==> src/rtl/axi4l_wb_bridge.sv <==
// axi4l_wb_bridge: AXI4-Lite slave to Wishbone pipelined master, one transaction outstanding.
module axi4l_wb_bridge #(
  parameter int ADDR_W = 32,
  parameter int DATA_W = 32,
  parameter int TIMEOUT_CYC = 255,
  localparam int SEL_W = DATA_W / 8
) (
  input  logic              aclk,
  input  logic              areset_n,
  input  logic              awvalid,
  output logic              awready,
  input  logic [ADDR_W-1:0] awaddr,
  input  logic              wvalid,
  output logic              wready,
  input  logic [DATA_W-1:0] wdata,
  input  logic [SEL_W-1:0]  wstrb,
  output logic              bvalid,
  input  logic              bready,
  output logic [1:0]        bresp,
  input  logic              arvalid,
  output logic              arready,
  input  logic [ADDR_W-1:0] araddr,
  output logic              rvalid,
  input  logic              rready,
  output logic [DATA_W-1:0] rdata,
  output logic [1:0]        rresp,
  output logic              wb_cyc_o,
  output logic              wb_stb_o,
  output logic [ADDR_W-1:0] wb_adr_o,
  output logic [SEL_W-1:0]  wb_sel_o,
  output logic              wb_we_o,
  output logic [DATA_W-1:0] wb_dat_o,
  input  logic              wb_ack_i,
  input  logic              wb_err_i,
  input  logic              wb_stall_i,
  input  logic [DATA_W-1:0] wb_dat_i
);
  localparam int CNT_W = TIMEOUT_CYC > 1 ? $clog2(TIMEOUT_CYC + 1) : 1;
  localparam logic [CNT_W-1:0] LAST = CNT_W'(TIMEOUT_CYC > 0 ? TIMEOUT_CYC - 1 : 0);
  typedef enum logic [2:0] {IDLE, WR, RD, BRESP, RRESP} state_t;
  state_t state;
  logic aw_hold, w_hold;
  logic [CNT_W-1:0] cnt;
  logic aw_fire, w_fire, ar_fire, tmo, ok;
  assign awready = state == IDLE && !aw_hold;
  assign wready = state == IDLE && !w_hold;
  // reads only start when no write is pending or arriving, so writes win ties
  assign arready = state == IDLE && !aw_hold && !w_hold && !awvalid && !wvalid;
  assign aw_fire = awvalid && awready;
  assign w_fire = wvalid && wready;
  assign ar_fire = arvalid && arready;
  assign tmo = TIMEOUT_CYC != 0 && cnt == LAST;
  assign ok = wb_ack_i && !wb_err_i;
  always_ff @(posedge aclk) begin
    if (!areset_n) begin
      state <= IDLE;
      aw_hold <= 1'b0;
      w_hold <= 1'b0;
      cnt <= '0;
      wb_cyc_o <= 1'b0;
      wb_stb_o <= 1'b0;
      wb_we_o <= 1'b0;
      wb_adr_o <= '0;
      wb_sel_o <= '0;
      wb_dat_o <= '0;
      bvalid <= 1'b0;
      rvalid <= 1'b0;
      bresp <= 2'b00;
      rresp <= 2'b00;
      rdata <= '0;
    end else begin
      case (state)
        IDLE: begin
          if (aw_fire) begin
            wb_adr_o <= awaddr;
            aw_hold <= 1'b1;
          end
          if (w_fire) begin
            wb_dat_o <= wdata;
            wb_sel_o <= wstrb;
            w_hold <= 1'b1;
          end
          if ((aw_hold || aw_fire) && (w_hold || w_fire)) begin
            state <= WR;
            aw_hold <= 1'b0;
            w_hold <= 1'b0;
            wb_cyc_o <= 1'b1;
            wb_stb_o <= 1'b1;
            wb_we_o <= 1'b1;
            cnt <= '0;
          end else if (ar_fire) begin
            state <= RD;
            wb_adr_o <= araddr;
            wb_sel_o <= '1;
            wb_we_o <= 1'b0;
            wb_cyc_o <= 1'b1;
            wb_stb_o <= 1'b1;
            cnt <= '0;
          end
        end
        WR, RD: begin
          wb_stb_o <= wb_stb_o && wb_stall_i;
          cnt <= cnt + CNT_W'(1);
          if (wb_ack_i || wb_err_i || tmo) begin
            wb_cyc_o <= 1'b0;
            wb_stb_o <= 1'b0;
            wb_we_o <= 1'b0;
            if (state == WR) begin
              bresp <= ok ? 2'b00 : 2'b10;
              bvalid <= 1'b1;
              state <= BRESP;
            end else begin
              rresp <= ok ? 2'b00 : 2'b10;
              rdata <= ok ? wb_dat_i : '0;
              rvalid <= 1'b1;
              state <= RRESP;
            end
          end
        end
        BRESP: if (bready) begin
          bvalid <= 1'b0;
          state <= IDLE;
        end
        RRESP: if (rready) begin
          rvalid <= 1'b0;
          state <= IDLE;
        end
        default: state <= IDLE;
      endcase
    end
  end
endmodule

==> config.mk <==
export PLATFORM = sky130hd
export DESIGN_NAME = axi4l_wb_bridge
export DESIGN_NICKNAME = d
export VERILOG_FILES = /design/src/rtl/axi4l_wb_bridge.sv
export SDC_FILE = /design/constraint.sdc
export NUM_CORES = 1
export LEC_CHECK = 0
export CAP_MARGIN = 40
export CORE_ASPECT_RATIO = 0.8
export CORE_UTILIZATION = 35
export DETAILED_ROUTE_END_ITERATION = 8
export PLACE_DENSITY = 0.76
export SLEW_MARGIN = 5
export SYNTH_ARGS = -nofsm -noshare
export SYNTH_HDL_FRONTEND = slang
export SYNTH_SLANG_ARGS = --single-unit
==> constraint.sdc <==
create_clock -name aclk -period 1.9 [get_ports aclk]
set_input_delay 0.38 -clock aclk [delete_from_list [all_inputs] [get_ports aclk]]
set_output_delay 0.38 -clock aclk [all_outputs]
set_load 0.05 [all_outputs]
==> results.txt <==
----------------------------------------------------
[Power and ir drop]
  Combinational fraction of design power ... between 40 and 50%
  Cell-internal power ... slightly below 7000 µW
  Power density cells ... 1333 nW/µm²
  Switching power share of the total ... 39.46%
  Switching power of the nets ... 4460 µW
  Leakage ... 0.003773 µW
  Share of power burned in registers ... approximately 28%
  Proportion of power drawn by the clock network ... 27.6%
  Maximum VDD drop ... just over 0.8 mV

[Drt]
  Total Routed Length ... about 17000 µm
  DRC violation count after routing ... 0
  Number of detailed-routing iterations run before antenna repair ... 4
  Overall via count from detail_route ... approximately 5k
  Count of antenna-violating nets left after detailed routing ... 0
  Average wire length per cell after detail routing ... 17.83 µm
  Violation count after the first detailed-route iteration ... 242
  Vias/cell ... 5.144

[Synthesis]
  Register bit total from synthesis ... between 100 and 150
  Synth Instances ... 510
  Post-synthesis cell area ... 4684 µm²
  Average instance area after synthesis ... 9.185 µm²
  Area share of xor/xnor cells in the synthesized design ... 0.1870%
  Number of flops mapped to enable cells by yosys ... 0
  Synth unique cells ... 49
  Sequential fraction of the synthesis area ... 51.28%
  Synth warn ... 0
  Post-synthesis share of cell area spent on full adders, half adders and majority gates ... 0.5342%
  Area fraction in compound gates after synthesis ... 22.89%
  Simple-Gate Fraction of Synth Area ... about an eighth
  Mux contribution to synthesized area ... 7.051%
  Main combinational cell family by area after synthesis ... compound AO/OA/AOI/OAI gates
  Prevailing post-synth register cell ... sky130_fd_sc_hd__dfxtp_1
  Fraction of synthesis flops using an asynchronous set or reset pin ... 0%

[Final layout]
  Net count reported at finish ... 934
  Proportion of layout cells with a drive suffix above 1 ... 22.19%
  Most frequent cells in the layout ... sky130_fd_sc_hd__clkdlybuf4s50_1 (138), sky130_fd_sc_hd__dfxtp_1 (118), sky130_fd_sc_hd__nand2_1 (80)
  Most common library cell in the layout ignoring fill and taps ... sky130_fd_sc_hd__clkdlybuf4s50_1
  Count of filler cells inserted in the layout ... 1023
  Final Core Density ... 65.40%
  Signed area change from the synthesized netlist to the final layout ... 80.96%
  Antenna Cells ... 0

[Floorplanning]
  Core box area ... 12960 µm²
  Effective utilization at floorplan ... 36.14%
  Die W ... 131.3 µm
  Overall die area ... 13850 µm²
  Die H ... 105.5 µm
  Boundary pin count ... 254
  Cell Rows ... 37

[STA]
  Max-slew violations ... 0
  Worst-case hold slack ... 0.4500 ns
  Post-route clock period utilization ... 104.1%
  Worst-margin pin slew ... 0.5303 ns
  Setup repair after global routing missed its margin ... true
  Worst-case headroom to the max-slew limit ... 64.79%
  Setup total negative slack ... -0.4470 ns
  Final worst-path setup slack ... -0.07814 ns
  Final min period ... about 2.0 ns
  Maximum clock skew at final layout ... 0.009055 ns
  Highest attainable clock frequency ... 505.5 MHz
  Setup-failing EPs final ... 18
  Hold violation total from the final report ... 0

[Status]
  Outcome ... complete, but fails checks
  Violated checks ... setup timing

[Clocking]
  Depth of the CTS H-tree ... 4
  Number of hold buffers added after cts ... 0
  CTS Sinks ... 120
  TritonCTS clock tree ... done
  CTS root buffer ... sky130_fd_sc_hd__clkbuf_16
  Clock slew at reported path FFs ... 0.06 ns
  Max clock buf depth ... 2
  Insertion delay of the later-clocked pin in the worst-skew pair ... around 0.4 ns
  TritonCTS Buffers ... 17

[Critical path]
  Critical Path Source Type ... register
  Max FO, Critical Path ... 2
  Launch point of the critical path ... state[1]$_SDFFE_PN0P_
  Worst setup EP type ... primary output
  Critical R2R Launch ... state[1]$_SDFFE_PN0P_
  CP Class ... register to primary output
  Critical path required time ... 1.52 ns
  Critical Path AT ... approximately 1.6 ns

[GRT]
  Grt total ovfl ... 0
  Overall global routing resource usage ... about a quarter
  First-pass GRT wire length ... around 26000 µm
  Number of global-route vias before repair ... 5059
  GRT Max-Usage Layer ... met2
  Global routing met2 resource utilization ... 40.81%
  Met1 routing resource usage after global routing ... 27.29%
  Number of antenna violations at the first check in global routing ... 0
  Global-route track usage on met3 ... 7.263%
  Pin count of the biggest net entering global routing ... 39

[Hold path]
  Classification of the worst-slack hold path ... register to register
  Min-Delay Startpoint ... wb_dat_o[6]$_SDFFE_PN0P_

[Placement]
  Detailed Place HPWL ... roughly 12000 µm
  Final Wtd Congestion ... between 0.8 and 0.9
  IO buf count ... approximately 250

[Job]
  Max capacitance violation total ... 0

----------------------------------------------------
-- logic make-up (layout without fill, tap and decap cells) --
logic type / after synthesis / count (layout)
compound gates: 175 / 175
xor+xnor: 1 / 1
fa+ha+maj: 2 / 2
buf+inv: 44 / 335
flops: 120 / 120
mux: 33 / 33
other cells: 1 / 2
simple gates: 134 / 134
-- flip-flops by register name, summed over array words and instances, names as in the netlist --
register / cells
rresp: 1
rvalid: 1
rdata: 32
wb_we_o: 1
bvalid: 1
cnt: 8
w_hold: 1
state: 3
wb_sel_o: 4
wb_adr_o: 32
bresp: 1
wb_dat_o: 32
wb_cyc_o: 1
wb_stb_o: 1
aw_hold: 1
-- critical path, stage by stage (launching register included) --
cell and delay [ns]:
sky130_fd_sc_hd__dfxtp_2 0.32, sky130_fd_sc_hd__or3_4 0.39, sky130_fd_sc_hd__buf_6 0.13, sky130_fd_sc_hd__nor4_4 0.18, sky130_fd_sc_hd__buf_12 0.18
-- cell type report --
class / instances / area, µm² / area share (%)
Timing Repair Buffer: 302 / 2980 / 35.16
Sequential cell: 120 / 2407 / 28.40
Multi-Input combinational cell: 347 / 2293 / 27.06
Clock buffer: 18 / 439.2 / 5.181
Tap cell: 175 / 219.0 / 2.583
Clock inverter: 13 / 130.1 / 1.535
Inverter: 2 / 7.507 / 0.08856
-- path summary, 6_finish.rpt --
path	slack, ns	depth (start not counted)	end
max	-0.08	4	arready
min reg2reg	0.45	2	wb_dat_o[6]$_SDFFE_PN0P_
min	0.45	2	wb_dat_o[6]$_SDFFE_PN0P_
max reg2reg	-0.05	6	wb_adr_o[14]$_SDFFE_PN0N_
-- synth_stat cells (5+ instances only) --
library cell / count / area [µm²]
sky130_fd_sc_hd__a21oi_1: 76 / 380.4
sky130_fd_sc_hd__a22o_1: 32 / 280.3
sky130_fd_sc_hd__a31oi_1: 7 / 43.79
sky130_fd_sc_hd__buf_2: 6 / 30.03
sky130_fd_sc_hd__buf_6: 6 / 67.56
sky130_fd_sc_hd__clkbuf_1: 26 / 97.59
sky130_fd_sc_hd__dfxtp_1: 120 / 2402
sky130_fd_sc_hd__mux2i_1: 33 / 330.3
sky130_fd_sc_hd__nand2_1: 82 / 307.8
sky130_fd_sc_hd__nand4_1: 5 / 31.28
sky130_fd_sc_hd__nor2_1: 14 / 52.55
sky130_fd_sc_hd__o21ai_0: 41 / 205.2
sky130_fd_sc_hd__or3_1: 5 / 31.28
-- per-stage QoR --
| stage | instances | area, µm² | worst slack [ns] | power [µW] |
|---|---|---|---|---|
| final | 977 | 8477 | -0.07814 | 11300 |
| after global placement | 928 | 7537 | -0.4898 | 7885 |
| after detailed placement | 928 | 7537 | -0.5274 | 7989 |
| after global routing | 977 | 8477 | -0.1395 | 11780 |
| after CTS | 964 | 8135 | -0.1030 | 11130 |
| after floorplan | 511 | 4750 | -0.02363 | 6174 |
-- power by group through the flow --
stage               Sequential [µW]  Clock [µW]  Combinational, µW
floorplan                      4540           0               1630
global placement               3220           0               4660
detailed placement             3250           0               4740
CTS                            3190        3170               4760
global route                   3250        3280               5250
finish                         3200        3120               4990
-- layer usage --
metal  part of all wire, %  vias to the layer above  wire length [µm]
met1                    41                     2406              7112
met5                     0                        -                 0
met4                   1.9                        0               339
li1                      -                     2393                 -
met3                   6.8                       29              1193
met2                    50                      198              8776
-- repair_timing --
action	CTS	global route
pin swaps	7	6
gates resized for setup	91	67
cloned	1	6
buffers inserted	4	7
setup endpoints to repair	73	42
Power figures use the tool's default switching activity.
